**config.mk**
```make
export PLATFORM = sky130hd
export DESIGN_NAME = pov_col_scanner
export DESIGN_NICKNAME = d
export VERILOG_FILES = /design/src/rtl/pov_col_scanner_pkg.sv /design/src/rtl/pov_col_scanner_period_meter.sv /design/src/rtl/pov_col_scanner.sv
export SDC_FILE = /design/constraint.sdc
export NUM_CORES = 1
export LEC_CHECK = 0
export BUFFER_PORTS_ARGS = -buffer_cell sky130_fd_sc_hd__clkbuf_2
export CAP_MARGIN = 10
export CORE_ASPECT_RATIO = 1.75
export CORE_MARGIN = 2
export CORE_UTILIZATION = 35
export DETAILED_ROUTE_END_ITERATION = 10
export GPL_ROUTABILITY_DRIVEN = 0
export PLACE_DENSITY = 0.48
export SLEW_MARGIN = 40
export SYNTH_ARGS = -nofsm -noshare
export SYNTH_HDL_FRONTEND = slang
export SYNTH_HIERARCHICAL = 1
export SYNTH_SLANG_ARGS = --single-unit
```
**constraint.sdc**
```tcl
create_clock -name clk -period 4.15 [get_ports clk]
set_clock_uncertainty 0.05 [all_clocks]
set_input_delay 0.415 -clock clk [delete_from_list [all_inputs] [get_ports clk]]
set_output_delay 0.415 -clock clk [all_outputs]
set_load 0.01 [all_outputs]
```
**src/rtl/pov_col_scanner_pkg.sv**
```systemverilog
// Shared constants and FSM encoding for the POV column scanner.
package pov_col_scanner_pkg;

    localparam int unsigned NcolDefault     = 128;
    localparam int unsigned Log2NcolDefault = 7;
    localparam int unsigned LedW            = 16;
    localparam int unsigned DirW            = 8;

    typedef enum logic [2:0] {
        StIdle,
        StAddr,
        StCapt,
        StShift,
        StLatch
    } state_e;

endpackage

```
**src/rtl/pov_col_scanner_period_meter.sv**
```systemverilog
// Hall index synchroniser, rotation period measurement and column slot timer.
module pov_col_scanner_period_meter #(
    parameter int unsigned NCOL      = 128,
    parameter int unsigned LOG2_NCOL = 7,
    parameter int unsigned PER_W     = 24
) (
    input  logic                 clk_i,
    input  logic                 reset_i,
    input  logic                 hall_i,
    output logic                 tick_o,
    output logic [LOG2_NCOL-1:0] col_o,
    output logic                 valid_o
);

    localparam logic [PER_W-1:0]     PerMax  = '1;
    localparam logic [LOG2_NCOL-1:0] ColLast = LOG2_NCOL'(NCOL - 1);

    logic [2:0]           hall_sync_q;
    logic [PER_W-1:0]     per_cnt_q, per_cnt_d;
    logic [PER_W-1:0]     per_last_q, per_last_d;
    logic [PER_W-1:0]     timer_q, timer_d;
    logic [PER_W-1:0]     col_period;
    logic [LOG2_NCOL-1:0] col_q, col_d;
    logic                 seen_q, seen_d;
    logic                 valid_q, valid_d;
    logic                 tick_q, tick_d;
    logic                 idx;
    logic                 terminal;

    assign idx = hall_sync_q[1] & ~hall_sync_q[2];

    always_comb begin
        col_period = per_last_q >> LOG2_NCOL;
        if (col_period == '0) begin
            col_period = PER_W'(1);
        end
    end

    // Ticks stop at the last column; only a new index restarts the revolution.
    assign terminal = valid_q && (col_q != ColLast) && (timer_q == col_period - PER_W'(1));

    always_comb begin
        per_cnt_d  = per_cnt_q;
        per_last_d = per_last_q;
        timer_d    = timer_q;
        col_d      = col_q;
        seen_d     = seen_q;
        valid_d    = valid_q;
        tick_d     = 1'b0;
        if (idx) begin
            per_last_d = per_cnt_q;
            per_cnt_d  = '0;
            seen_d     = 1'b1;
            if (seen_q) begin
                valid_d = 1'b1;
                col_d   = '0;
                timer_d = '0;
                tick_d  = 1'b1;
            end
        end else begin
            if (per_cnt_q == PerMax) begin
                valid_d = 1'b0;
                seen_d  = 1'b0;
            end else begin
                per_cnt_d = per_cnt_q + PER_W'(1);
            end
            if (terminal) begin
                timer_d = '0;
                col_d   = col_q + LOG2_NCOL'(1);
                tick_d  = 1'b1;
            end else if (valid_q && (col_q != ColLast)) begin
                timer_d = timer_q + PER_W'(1);
            end
        end
    end

    always_ff @(posedge clk_i) begin
        if (reset_i) begin
            hall_sync_q <= '0;
            per_cnt_q   <= '0;
            per_last_q  <= '0;
            timer_q     <= '0;
            col_q       <= '0;
            seen_q      <= 1'b0;
            valid_q     <= 1'b0;
            tick_q      <= 1'b0;
        end else begin
            hall_sync_q <= {hall_sync_q[1:0], hall_i};
            per_cnt_q   <= per_cnt_d;
            per_last_q  <= per_last_d;
            timer_q     <= timer_d;
            col_q       <= col_d;
            seen_q      <= seen_d;
            valid_q     <= valid_d;
            tick_q      <= tick_d;
        end
    end

    assign tick_o  = tick_q;
    assign col_o   = col_q;
    assign valid_o = valid_q;

endmodule

```
**src/rtl/pov_col_scanner.sv**
```systemverilog
// POV column RAM reader: per-slot RAM fetch, serial shift into the LED chain and latch.
// Build option POV_DIR_REVERSE_EN mirrors the read address (dir = NCOL-1-col).
module pov_col_scanner
    import pov_col_scanner_pkg::*;
#(
    parameter int unsigned NCOL      = NcolDefault,
    parameter int unsigned LOG2_NCOL = Log2NcolDefault,
    parameter int unsigned PER_W     = 24,
    parameter int unsigned SCLK_DIV  = 4
) (
    input  logic            clk,
    input  logic            reset,
    input  logic            hall,
    output logic [DirW-1:0] dir,
    input  logic [LedW-1:0] datoram,
    output logic            sclk,
    output logic            sdata,
    output logic            latch,
    output logic            valid,
    output logic            overrun,
    output logic            busy
);

    localparam int unsigned CntW = (SCLK_DIV > 1) ? $clog2(SCLK_DIV) : 1;
    localparam int unsigned BitW = $clog2(LedW);
    localparam logic [CntW-1:0]      CntLast = CntW'(SCLK_DIV - 1);
    localparam logic [LOG2_NCOL-1:0] ColLast = LOG2_NCOL'(NCOL - 1);

    logic                 tick;
    logic [LOG2_NCOL-1:0] col;
    logic [DirW-1:0]      col_addr;

    state_e          state_q, state_d;
    logic [CntW-1:0] cnt_q, cnt_d;
    logic [BitW-1:0] bit_q, bit_d;
    logic [LedW-1:0] shreg_q, shreg_d;
    logic [DirW-1:0] dir_q, dir_d;
    logic            phase_q, phase_d;
    logic            blank_q, blank_d;
    logic            blank_pend_q, blank_pend_d;
    logic            pending_q, pending_d;
    logic            valid_prev_q;
    logic            sclk_q, sclk_d;
    logic            sdata_q, sdata_d;
    logic            latch_q, latch_d;
    logic            overrun_q, overrun_d;
    logic            busy_q, busy_d;
    logic            valid_fall;
    logic            take_pending;
    logic            take_tick;

    pov_col_scanner_period_meter #(
        .NCOL      (NCOL),
        .LOG2_NCOL (LOG2_NCOL),
        .PER_W     (PER_W)
    ) u_period_meter (
        .clk_i   (clk),
        .reset_i (reset),
        .hall_i  (hall),
        .tick_o  (tick),
        .col_o   (col),
        .valid_o (valid)
    );

`ifdef POV_DIR_REVERSE_EN
    assign col_addr = DirW'(ColLast - col);
`else
    assign col_addr = DirW'(col);
`endif

    assign valid_fall = valid_prev_q & ~valid;

    always_comb begin
        state_d      = state_q;
        cnt_d        = cnt_q;
        bit_d        = bit_q;
        shreg_d      = shreg_q;
        dir_d        = dir_q;
        phase_d      = phase_q;
        blank_d      = blank_q;
        blank_pend_d = blank_pend_q;
        pending_d    = pending_q;
        sclk_d       = sclk_q;
        sdata_d      = sdata_q;
        latch_d      = latch_q;
        busy_d       = busy_q;
        overrun_d    = 1'b0;
        take_pending = 1'b0;
        take_tick    = 1'b0;

        case (state_q)
            StIdle: begin
                if (blank_pend_q) begin
                    // Stall blanking: no RAM read, dir keeps its last value.
                    blank_pend_d = 1'b0;
                    blank_d      = 1'b1;
                    busy_d       = 1'b1;
                    cnt_d        = '0;
                    state_d      = StAddr;
                end else if (valid && (pending_q || tick)) begin
                    take_pending = pending_q;
                    take_tick    = ~pending_q;
                    if (pending_q) begin
                        pending_d = 1'b0;
                    end
                    blank_d = 1'b0;
                    dir_d   = col_addr;
                    busy_d  = 1'b1;
                    cnt_d   = '0;
                    state_d = StAddr;
                end
            end
            StAddr: begin
                if (cnt_q == CntW'(1)) begin
                    cnt_d   = '0;
                    state_d = StCapt;
                end else begin
                    cnt_d = cnt_q + CntW'(1);
                end
            end
            StCapt: begin
                shreg_d = blank_q ? '0 : datoram;
                sdata_d = blank_q ? 1'b0 : datoram[LedW-1];
                sclk_d  = 1'b0;
                phase_d = 1'b0;
                bit_d   = '0;
                cnt_d   = '0;
                state_d = StShift;
            end
            StShift: begin
                if (cnt_q == CntLast) begin
                    cnt_d = '0;
                    if (!phase_q) begin
                        phase_d = 1'b1;
                        sclk_d  = 1'b1;
                    end else begin
                        phase_d = 1'b0;
                        sclk_d  = 1'b0;
                        if (bit_q == BitW'(LedW - 1)) begin
                            sdata_d = 1'b0;
                            latch_d = 1'b1;
                            state_d = StLatch;
                        end else begin
                            bit_d   = bit_q + BitW'(1);
                            shreg_d = shreg_q << 1;
                            sdata_d = shreg_q[LedW-2];
                        end
                    end
                end else begin
                    cnt_d = cnt_q + CntW'(1);
                end
            end
            StLatch: begin
                if (cnt_q == CntLast) begin
                    cnt_d   = '0;
                    latch_d = 1'b0;
                    busy_d  = 1'b0;
                    state_d = StIdle;
                end else begin
                    cnt_d = cnt_q + CntW'(1);
                end
            end
            default: state_d = StIdle;
        endcase

        // One-deep request buffer; a tick finding it occupied is dropped.
        if (valid_fall) begin
            pending_d    = 1'b0;
            blank_pend_d = 1'b1;
        end else if (tick && !take_tick) begin
            if (pending_q && !take_pending) begin
                overrun_d = 1'b1;
            end else begin
                pending_d = 1'b1;
            end
        end
    end

    always_ff @(posedge clk) begin
        if (reset) begin
            state_q      <= StIdle;
            cnt_q        <= '0;
            bit_q        <= '0;
            shreg_q      <= '0;
            dir_q        <= '0;
            phase_q      <= 1'b0;
            blank_q      <= 1'b0;
            blank_pend_q <= 1'b0;
            pending_q    <= 1'b0;
            valid_prev_q <= 1'b0;
            sclk_q       <= 1'b0;
            sdata_q      <= 1'b0;
            latch_q      <= 1'b0;
            overrun_q    <= 1'b0;
            busy_q       <= 1'b0;
        end else begin
            state_q      <= state_d;
            cnt_q        <= cnt_d;
            bit_q        <= bit_d;
            shreg_q      <= shreg_d;
            dir_q        <= dir_d;
            phase_q      <= phase_d;
            blank_q      <= blank_d;
            blank_pend_q <= blank_pend_d;
            pending_q    <= pending_d;
            valid_prev_q <= valid;
            sclk_q       <= sclk_d;
            sdata_q      <= sdata_d;
            latch_q      <= latch_d;
            overrun_q    <= overrun_d;
            busy_q       <= busy_d;
        end
    end

    assign dir     = dir_q;
    assign sclk    = sclk_q;
    assign sdata   = sdata_q;
    assign latch   = latch_q;
    assign overrun = overrun_q;
    assign busy    = busy_q;

endmodule

```
Yosys cells after proc, flatten, opt, wreduce, memory -nomap -nowiden
Cells that the tools add are included.

operators by class
  multiplexer cells = 69
  add/sub/neg operators = 6
  reductions and logical operators = 35
  eq/ne operators = 18
  bitwise logic cells = 7

operators by type and width
  operator                                                               number
  24-bit 2-to-1 mux                                                      4
  15-bit 2-to-1 mux                                                      4
  24-bit by 1-bit adder with 24-bit output (second input constant)       2
  1-bit 2-to-1 mux                                                       35
  15-bit one-hot mux with 2 select lines                                 1
  24-bit equality test                                                   1
  24-bit equality test (second input constant)                           1
  24-bit logical NOT                                                     1
  24-bit by 1-bit subtractor with 24-bit output (second input constant)  1
  3-bit 2-to-1 mux                                                       7
  7-bit 2-to-1 mux                                                       3
  17-bit 2-to-1 mux                                                      1
  3-bit one-hot mux with 5 select lines                                  1
  2-bit nonzero test                                                     7
  4-bit 2-to-1 mux                                                       3
  2-bit inequality test (second input constant)                          6
  2-bit AND reduction                                                    6
  3-bit AND reduction                                                    3
  2-bit 2-to-1 mux                                                       4
  1-bit one-hot mux with 2 select lines                                  4
  2-bit one-hot mux with 4 select lines                                  1
  4-bit one-hot mux with 2 select lines                                  1
  7-bit by 1-bit adder with 7-bit output (second input constant)         1
  7-bit inequality test (second input constant)                          1
  other kinds (23)                                                       36

storage, ports and cells
  logic and storage cells = 157
  input port bits = 19
  register bits after elaboration = 125
  output and inout port bits = 14

Longest topological paths before layout
Gate-level depths: netlist of run 1.

  depth in word-level cells = 9
  gate-level depth with buffers = 13
  depth with buffers taken out = 11

By module
Netlist of run 1, hierarchy kept.

modules (own cells, without submodules)
  module                        area an instance (µm²)  sequential area each (µm²)  cells an instance  times used
  pov_col_scanner_period_meter  4200.3                  1561.5                      507                1
  pov_col_scanner               1878.1                  800.8                       224                1

Worst setup path after synthesis of run 1
Ideal clock, no wire load.

  path type = register to register
  start point = reg u_period_meter.per_last_q[14]
  end point = reg u_period_meter.col_q[0], in the netlist u_period_meter/col_o[0]
  setup time = 0.121 ns
  slack = 0.619 ns
  clock period less this slack = 3.531 ns
  stages on the path, launching flop included = 13
  path buffers = 2
  data required time = 3.979 ns
  arrival = 3.360 ns
  cells stage by stage = dfxtp_1 > clkbuf_1 > nor4_4 > and4b_1 > a31oi_1 > ha_1 > nand4_1 > mux2_2 > or4b_1 > a2111o_1 > buf_6 > nor3_2 > mux2_2

on the way
  word-level cells in the longest chain between the ends = 7

RTL lines
  what                                             RTL line                            text
  start, declared                                  pov_col_scanner_period_meter.sv:20  logic [PER_W-1:0] per_last_q, per_last_d;
  start signal, assigned                           pov_col_scanner_period_meter.sv:90  per_last_q <= per_last_d;
  24-bit logical NOT                               pov_col_scanner_period_meter.sv:34  if (col_period == '0) begin
  17-bit 2-to-1 mux *                              pov_col_scanner_period_meter.sv:34
  24-bit by 1-bit subtractor with 24-bit output *  pov_col_scanner_period_meter.sv:40  assign terminal = valid_q && (col_q != ColLast) && (timer_q == col_period - PER_W'(1));
  24-bit equality test *                           pov_col_scanner_period_meter.sv:40
  1-bit logical AND *                              pov_col_scanner_period_meter.sv:40
  2-bit nonzero test (no line) *                   n/a
  2-bit AND reduction (no line) *                  n/a
  end signal, assigned                             pov_col_scanner_period_meter.sv:92  col_q <= col_d;
  end, declared                                    pov_col_scanner_period_meter.sv:23  logic [LOG2_NCOL-1:0] col_q, col_d;

Every way passes the cells marked *; elsewhere a longest branch is shown, timed or not.
A chain may end at the register's enable or synchronous reset.

Worst setup path in the final report of run 1
  start point = reg u_period_meter.per_last_q[18]
  end point = reg u_period_meter.col_q[5], in the netlist u_period_meter/col_o[5]

The elaborated chain is that of the path after synthesis.

==> reports/results.txt, run 1 <==
status = finished, final reports clean
TritonCTS clock tree = done
die width = 104 µm
antenna diode count = 0
hold path cells = 2
HP Class = in2reg
CTS resizes = 0
syn nets = 758
die area = 0.0185 mm²
Yosys Warn Count = 6
r2r setup slk = 0.24 ns
slew margin rel. = 0.473
CP Launch Point = u_period_meter/per_last_q[18]
Slew Limit Fails = 0
TNS Setup = 0 ns
crit-path max FO = 13
Final Critical Period = 3.91 ns
hold_buf cts = 0
Layout Cells excl Fill = 987
CTS Buffer Depth = 2
Iteration-0 DRC Markers = 278
flops & latches, synth = 118
crit path capture = u_period_meter/col_o[5]
Top delay family on crit path = simple AND/OR/NAND/NOR gates
WL final = 15100 µm
fmax = 0.256 GHz
DR pass1 iterations = 4
Post-DP HPWL = 10700 µm
die height = 178 µm
initial antenna violation count = 0
clk sink count = 118
Rows = 63
CP startpoint kind = flop
LEAKAGE = 2.49 nW
Slowest-stage cell, CP = a2111o_1
crit path cell chain = nor3_1 > and4b_1 > a31oi_1 > ha_1 > nand4_1 > mux2_2 > or4b_1 > a2111o_1 > o311a_1 > a211o_1
Multi-input gate area = 0.00354 mm²
worst-case reg-to-reg path depth = 10
final worst-path cycle share = 0.941
peak supply drop = 0.212 mV
grt ovf = 0
Placed Area = 0.00644 mm²
number of cells on the critical path = 10
Clock transition at path regs = 0.05 ns
cell count after synthesis = 731
Max Cap Viol = 0
first-pass GRT wire length = 25200 µm
Nets = 774
worst setup path class = reg2reg
Num CTS Buffers = 17
Core Region = 0.0169 mm²
Register Area = 0.00236 mm²
Mapped Avg Cell Area = 8.32 µm²
FFs w/ async S/R, synth = 0
drc violations = 0
worst r2r src = u_period_meter/per_last_q[18]
Tot GR Track Use = 0.167
largest net degree at the start of global routing = 73
Arrival @ worst endpoint = 4.15 ns
CTS H-tree depth = 4
# fillers = 1726
vias in the first global route = 5164
post-synthesis instance area = 0.00608 mm²
CP Capture Type = flop
routed length per instance = 15.3 µm
Buf/Inv on CP = 0
Area Overhead vs Synth = 16.6%
postcts setup bufs = 0
sequential area share after synthesis = 0.389
final setup fails = 0
cell area after layout = 0.00709 mm²
Initial Util = 0.359
post-route antenna net violation count = 0
top_reg_cell synth = dfxtp_1
Post-synth EDFFs = 0
Critical Path RT = 4.39 ns
Critical R2R Capture = u_period_meter/col_o[5]
crit-path max cell delay = 0.59 ns
vias per cell = 5.47
share of cells above drive strength 1 = 0.117
vias = 5399
Cell variety after synth = 67
final core utilization = 0.418
Final Hold Viols = 0
minimum hold slack = 0.178 ns
root buffer cell = clkbuf_16
Slew @ Worst Pin = 0.790 ns
placed cells = 953
PD cells = 408 mW/mm²
I/O pin cnt = 33
RSZ-0062 raised after global routing = false
I/O Buffers = 31
Worst-Skew Late Latency = 0.40 ns
==> state kept, by name, summed over array words and instances, names as in the netlist <==
signal and count:
dir 7, shreg_q 15, u_period_meter/timer_q 24, valid_prev_q 1, u_period_meter/valid_o 1, u_period_meter/tick_o 1, latch 1, sdata 1
pending_q 1, blank_pend_q 1, u_period_meter/per_cnt_q 24, overrun 1, busy 1, u_period_meter/seen_q 1, bit_q 4, cnt_q 2
u_period_meter/hall_sync_q 3, state_q 3, u_period_meter/col_o 7, blank_q 1, sclk 1, u_period_meter/per_last_q 17
==> cells in the mapped netlist, types with 15 or more instances <==
cell / number / area share
a211oi_1: 18 / 0.022
a21oi_1: 55 / 0.045
clkbuf_1: 33 / 0.020
dfxtp_1: 118 / 0.39
nand2_1: 82 / 0.051
nand3_1: 27 / 0.022
nand4_1: 15 / 0.015
nor2_1: 67 / 0.041
nor3_1: 18 / 0.015
nor3b_1: 16 / 0.020
nor4_1: 29 / 0.030
o21ai_0: 20 / 0.016
xnor2_1: 32 / 0.046
xor2_1: 26 / 0.037
==> final cells by class <==
type | count | share of cell area
Multi-Input combinational cell | 558 | 0.499
Sequential cell | 118 | 0.333
Clock buffer | 24 | 0.0680
Tap cell | 227 | 0.0401
Timing Repair Buffer | 41 | 0.0330
Clock inverter | 8 | 0.0205
Inverter | 11 | 0.00583
==> power breakdown <==
| part | leakage, nW | internal [mW] | total [mW] | switching (mW) |
|---|---|---|---|---|
| Sequential | 0.951 | 1.15 | 1.18 | 0.0283 |
| Combinational | 1.23 | 0.0634 | 0.156 | 0.0926 |
| Clock | 0.300 | 1.05 | 1.56 | 0.505 |
| Total | 2.49 | 2.27 | 2.89 | 0.626 |
==> routing by layer <==
layer / routed length, µm / GRT usage / up-vias / part of all wire
met5: 0 / 0 / - / 0
met4: 462 / 0.0805 / 0 / 0.031
met3: 366 / 0.0274 / 32 / 0.024
met2: 8100 / 0.318 / 99 / 0.54
met1: 6180 / 0.179 / 2569 / 0.41
li1: - / - / 2699 / -
==> cells in the final DEF, fill, tap and decap left out, drive strengths merged, types with 15 or more instances in the layout <==
cell type | netlist | layout
xnor2 | 32 | 32
nor2 | 68 | 68
nand4 | 15 | 15
a211oi | 18 | 18
nor3b | 16 | 16
o21ai | 22 | 22
dfxtp | 118 | 118
nand2 | 82 | 82
clkbuf | 33 | 54
nor4 | 32 | 32
xor2 | 26 | 26
nor3 | 19 | 19
nand3 | 27 | 27
a21oi | 55 | 55
==> metrics by stage <==
stage	total power [mW]	worst slack, ns
after floorplan	1.32	0.619
after global placement	1.36	0.311
after detailed placement	1.37	0.240
after CTS	2.94	0.222
after global routing	3.02	0.0482
final	2.89	0.244
==> cells by family (layout without fill, tap and decap cells) <==
logic type / count (synthesis) / in the layout / synth area share
multiplexers: 15 / 15 / 0.0255
flip-flops: 118 / 118 / 0.389
AND/OR/NAND/NOR: 335 / 335 / 0.300
XOR/XNOR: 58 / 58 / 0.0836
buffers and inverters: 55 / 84 / 0.0366
AO/OA/AOI/OAI: 141 / 141 / 0.149
adder cells (fa/ha/maj): 8 / 8 / 0.0165
other: 1 / 1 / 0.000617
==> worst min path at each step <==
stage	start	end	slack, ns
5_1_grt	hall	u_period_meter/hall_sync_q[0]	0.18
2_1_floorplan	u_period_meter/hall_sync_q[0]	u_period_meter/hall_sync_q[1]	0.36
6_report	hall	u_period_meter/hall_sync_q[0]	0.18
3_5_place_dp	busy	busy	0.40
4_1_cts	hall	u_period_meter/hall_sync_q[0]	0.17
3_3_place_gp	u_period_meter/hall_sync_q[0]	u_period_meter/hall_sync_q[1]	0.39
Power figures use the tool's default switching activity.
==> run 2, diff against run 1 <==
- SYNTH_HIERARCHICAL: 1 -> not set
==> run 2 against run 1 <==
  * Cell area down 1.9%
  * Combinational power rose to 2.7 times the previous value
  * Global-route usage up 0.47 points
  * Via count down 2.9%
  * Clock power about the same
  * Synthesized area down 1.7%
  * Die area shrank 1.7%
  * Largest cell class unchanged
==> reports/results.txt, run 2 <==
Area Overhead vs Synth = 16.3% (was 16.6%)
Max Cap Viol = 0 (unchanged)
Iteration-0 DRC Markers = 186 (was 278)
CTS resizes = 0 (unchanged)
CP startpoint kind = flop (unchanged)
final worst-path cycle share = 0.919 (was 0.941)
clk sink count = 118 (unchanged)
HP Class = in2reg (unchanged)
first-pass GRT wire length = 24600 µm (was 25200 µm)
crit path cell chain = nor3_2 > nand4_1 > nor2_1 > nor2_1 > ha_1 > nor4b_4 > a311o_1 > o21ai_1 > nand4_1 > or4_1 > o311a_1 > a221o_1 (was nor3_1 > and4b_1 > a31oi_1 > ha_1 > nand4_1 > mux2_2 > or4b_1 > a2111o_1 > o311a_1 > a211o_1)
top cells by area, synth = dfxtp_1, nor2_1, a21oi_1, nand2_1, xor2_1 (was dfxtp_1, nand2_1, xnor2_1, a21oi_1, nor2_1)
Num CTS Buffers = 17 (unchanged)
most frequent cells in the layout = dfxtp_1, nor2_1, nand2_1 (was dfxtp_1, nand2_1, nor2_1)
die area = 0.0182 mm² (was 0.0185 mm²)
Post-synth EDFFs = 0 (unchanged)
FFs w/ async S/R, synth = 0 (unchanged)
crit-path max FO = 8 (was 13)
status = finished, final reports clean (unchanged)
Mapped Avg Cell Area = 8.06 µm² (was 8.32 µm²)
cell with the most instances after synthesis = dfxtp_1 (unchanged)
CTS Buffer Depth = 2 (unchanged)
top_reg_cell synth = dfxtp_1 (unchanged)
Final Critical Period = 3.82 ns (was 3.91 ns)
Slew Limit Fails = 0 (unchanged)
Top delay family on crit path = simple AND/OR/NAND/NOR gates (unchanged)
final setup slack of the worst path = 0.334 ns (was 0.244 ns)
root buffer cell = clkbuf_16 (unchanged)
RSZ-0062 raised after global routing = false (unchanged)
Yosys Warn Count = 0 (was 6)
Cell variety after synth = 68 (was 67)
initial antenna violation count = 0 (unchanged)
post-route antenna net violation count = 0 (unchanged)
top flop regs = u_period_meter.per_cnt_q: 24 flops, u_period_meter.timer_q: 24 flops, u_period_meter.per_last_q: 17 flops (was u_period_meter/per_cnt_q: 24 flops, u_period_meter/timer_q: 24 flops, u_period_meter/per_last_q: 17 flops)
CTS H-tree depth = 4 (unchanged)
antenna diode count = 0 (unchanged)
drc violations = 0 (unchanged)
Post-DP HPWL = 10800 µm (was 10700 µm)
hold_buf cts = 0 (unchanged)
# fillers = 1742 (was 1726)
die height = 177 µm (was 178 µm)
placed cells = 961 (was 953)
I/O Buffers = 31 (unchanged)
cell count after synthesis = 741 (was 731)
grt ovf = 0 (unchanged)
Core Region = 0.0169 mm² (about the same)
Initial Util = 0.354 (was 0.359)
die width = 103 µm (was 104 µm)
syn nets = 768 (was 758)
Worst-Skew Late Latency = 0.41 ns (was 0.40 ns)
post-synthesis instance area = 0.00597 mm² (was 0.00608 mm²)
Register Area = 0.00236 mm² (unchanged)
PD cells = 473 mW/mm² (was 408 mW/mm²)
Tot GR Track Use = 0.172 (was 0.167)
routed length per instance = 15.0 µm (was 15.3 µm)
vias per cell = 5.28 (was 5.47)
Pwr Total = 3.29 mW (was 2.89 mW)
Buf/Inv on CP = 0 (unchanged)
Slew @ Worst Pin = 0.746 ns (was 0.790 ns)
I/O pin cnt = 33 (unchanged)
DR pass1 iterations = 4 (unchanged)
vias = 5244 (was 5399)
worst setup path class = reg2reg (unchanged)
WL final = 14900 µm (was 15100 µm)
Post-Place Worst Slack = 0.314 ns (was 0.240 ns)
LEAKAGE = 2.54 nW (was 2.49 nW)
Nets = 781 (was 774)
Placed Area = 0.00631 mm² (was 0.00644 mm²)
Slowest-stage cell, CP = or4_1 (was a2111o_1)
cell area after layout = 0.00695 mm² (was 0.00709 mm²)
slew margin rel. = 0.503 (was 0.473)
share of cells above drive strength 1 = 0.110 (was 0.117)
Arrival @ worst endpoint = 4.06 ns (was 4.15 ns)
final setup fails = 0 (unchanged)
commonest non-fill, non-tap cell in the layout = dfxtp_1 (unchanged)
Critical Path RT = 4.39 ns (about the same)
postcts setup bufs = 0 (unchanged)
cell taking the most area after synthesis = dfxtp_1 (unchanged)
TNS Setup = 0 ns (unchanged)
sequential area share after synthesis = 0.395 (was 0.389)
Clock transition at path regs = 0.06 ns (was 0.05 ns)
Yosys top cell area share = 0.395 (was 0.389)
TritonCTS clock tree = done (unchanged)
final core utilization = 0.412 (was 0.418)
fmax = 0.262 GHz (was 0.256 GHz)
Multi-input gate area = 0.00338 mm² (was 0.00354 mm²)
Layout Cells excl Fill = 994 (was 987)
Rows = 63 (unchanged)
crit-path max cell delay = 0.65 ns (was 0.59 ns)
largest net degree at the start of global routing = 71 (was 73)
peak supply drop = 0.283 mV (was 0.212 mV)
vias in the first global route = 5167 (was 5164)
minimum hold slack = 0.175 ns (was 0.178 ns)
leading cell types by count after synthesis = dfxtp_1, nor2_1, nand2_1 (was dfxtp_1, nand2_1, nor2_1)
flops & latches, synth = 118 (unchanged)
Final Hold Viols = 0 (unchanged)
CP Capture Type = flop (unchanged)
[run 2: cell types whose count changed after synthesis, moves of 7 or more]
cell / before / now
nand3_1: 27 / 34
nor4_1: 29 / 5
xnor2_1: 32 / 18
nor3b_1: 16 / 4
nor2_1: 67 / 93
and3_1: 12 / 24
a21oi_1: 55 / 62
o31ai_1: 3 / 14
[run 2: final cells by class]
cell class              instances  area share
inverters                      15     0.00810
clock inverters                14      0.0272
flip-flops and latches        118       0.340
well taps                     227      0.0409
clock buffers                  18      0.0632
repair buffers                 41      0.0346
multi-input cells             561       0.486
[run 2: cell families after synthesis]
kind of cell             after synthesis  share of synthesized area
AND/OR/NAND/NOR                      334                      0.280
AO/OA/AOI/OAI                        164                      0.183
flip-flops                           118                      0.395
buffers and inverters                 62                     0.0419
XOR/XNOR                              39                     0.0572
multiplexers                          15                     0.0253
adder cells (fa/ha/maj)                8                     0.0168
other                                  1                   0.000628
[run 2: final timing paths]
check	slack, ns	depth (start not counted)	from	endpoint
max	0.33	12	u_period_meter.per_last_q[12]	u_period_meter.col_o[5]
min	0.17	2	hall	u_period_meter.hall_sync_q[0]
max reg2reg	0.33	12	u_period_meter.per_last_q[12]	u_period_meter.col_o[5]
min reg2reg	0.39	1	u_period_meter.hall_sync_q[0]	u_period_meter.hall_sync_q[1]
[run 2: metal layers]
layer / share of wire / GRT usage
met5: 0 / 0
met4: 0.030 / 0.0789
met3: 0.021 / 0.0288
met2: 0.55 / 0.330
met1: 0.40 / 0.174
[run 2: report_power, final]
part / total, mW / switching [mW] / leakage [nW] / internal (mW)
Clock: 1.56 / 0.580 / 0.303 / 0.981
Sequential: 1.31 / 0.0734 / 0.953 / 1.23
Combinational: 0.418 / 0.255 / 1.29 / 0.163
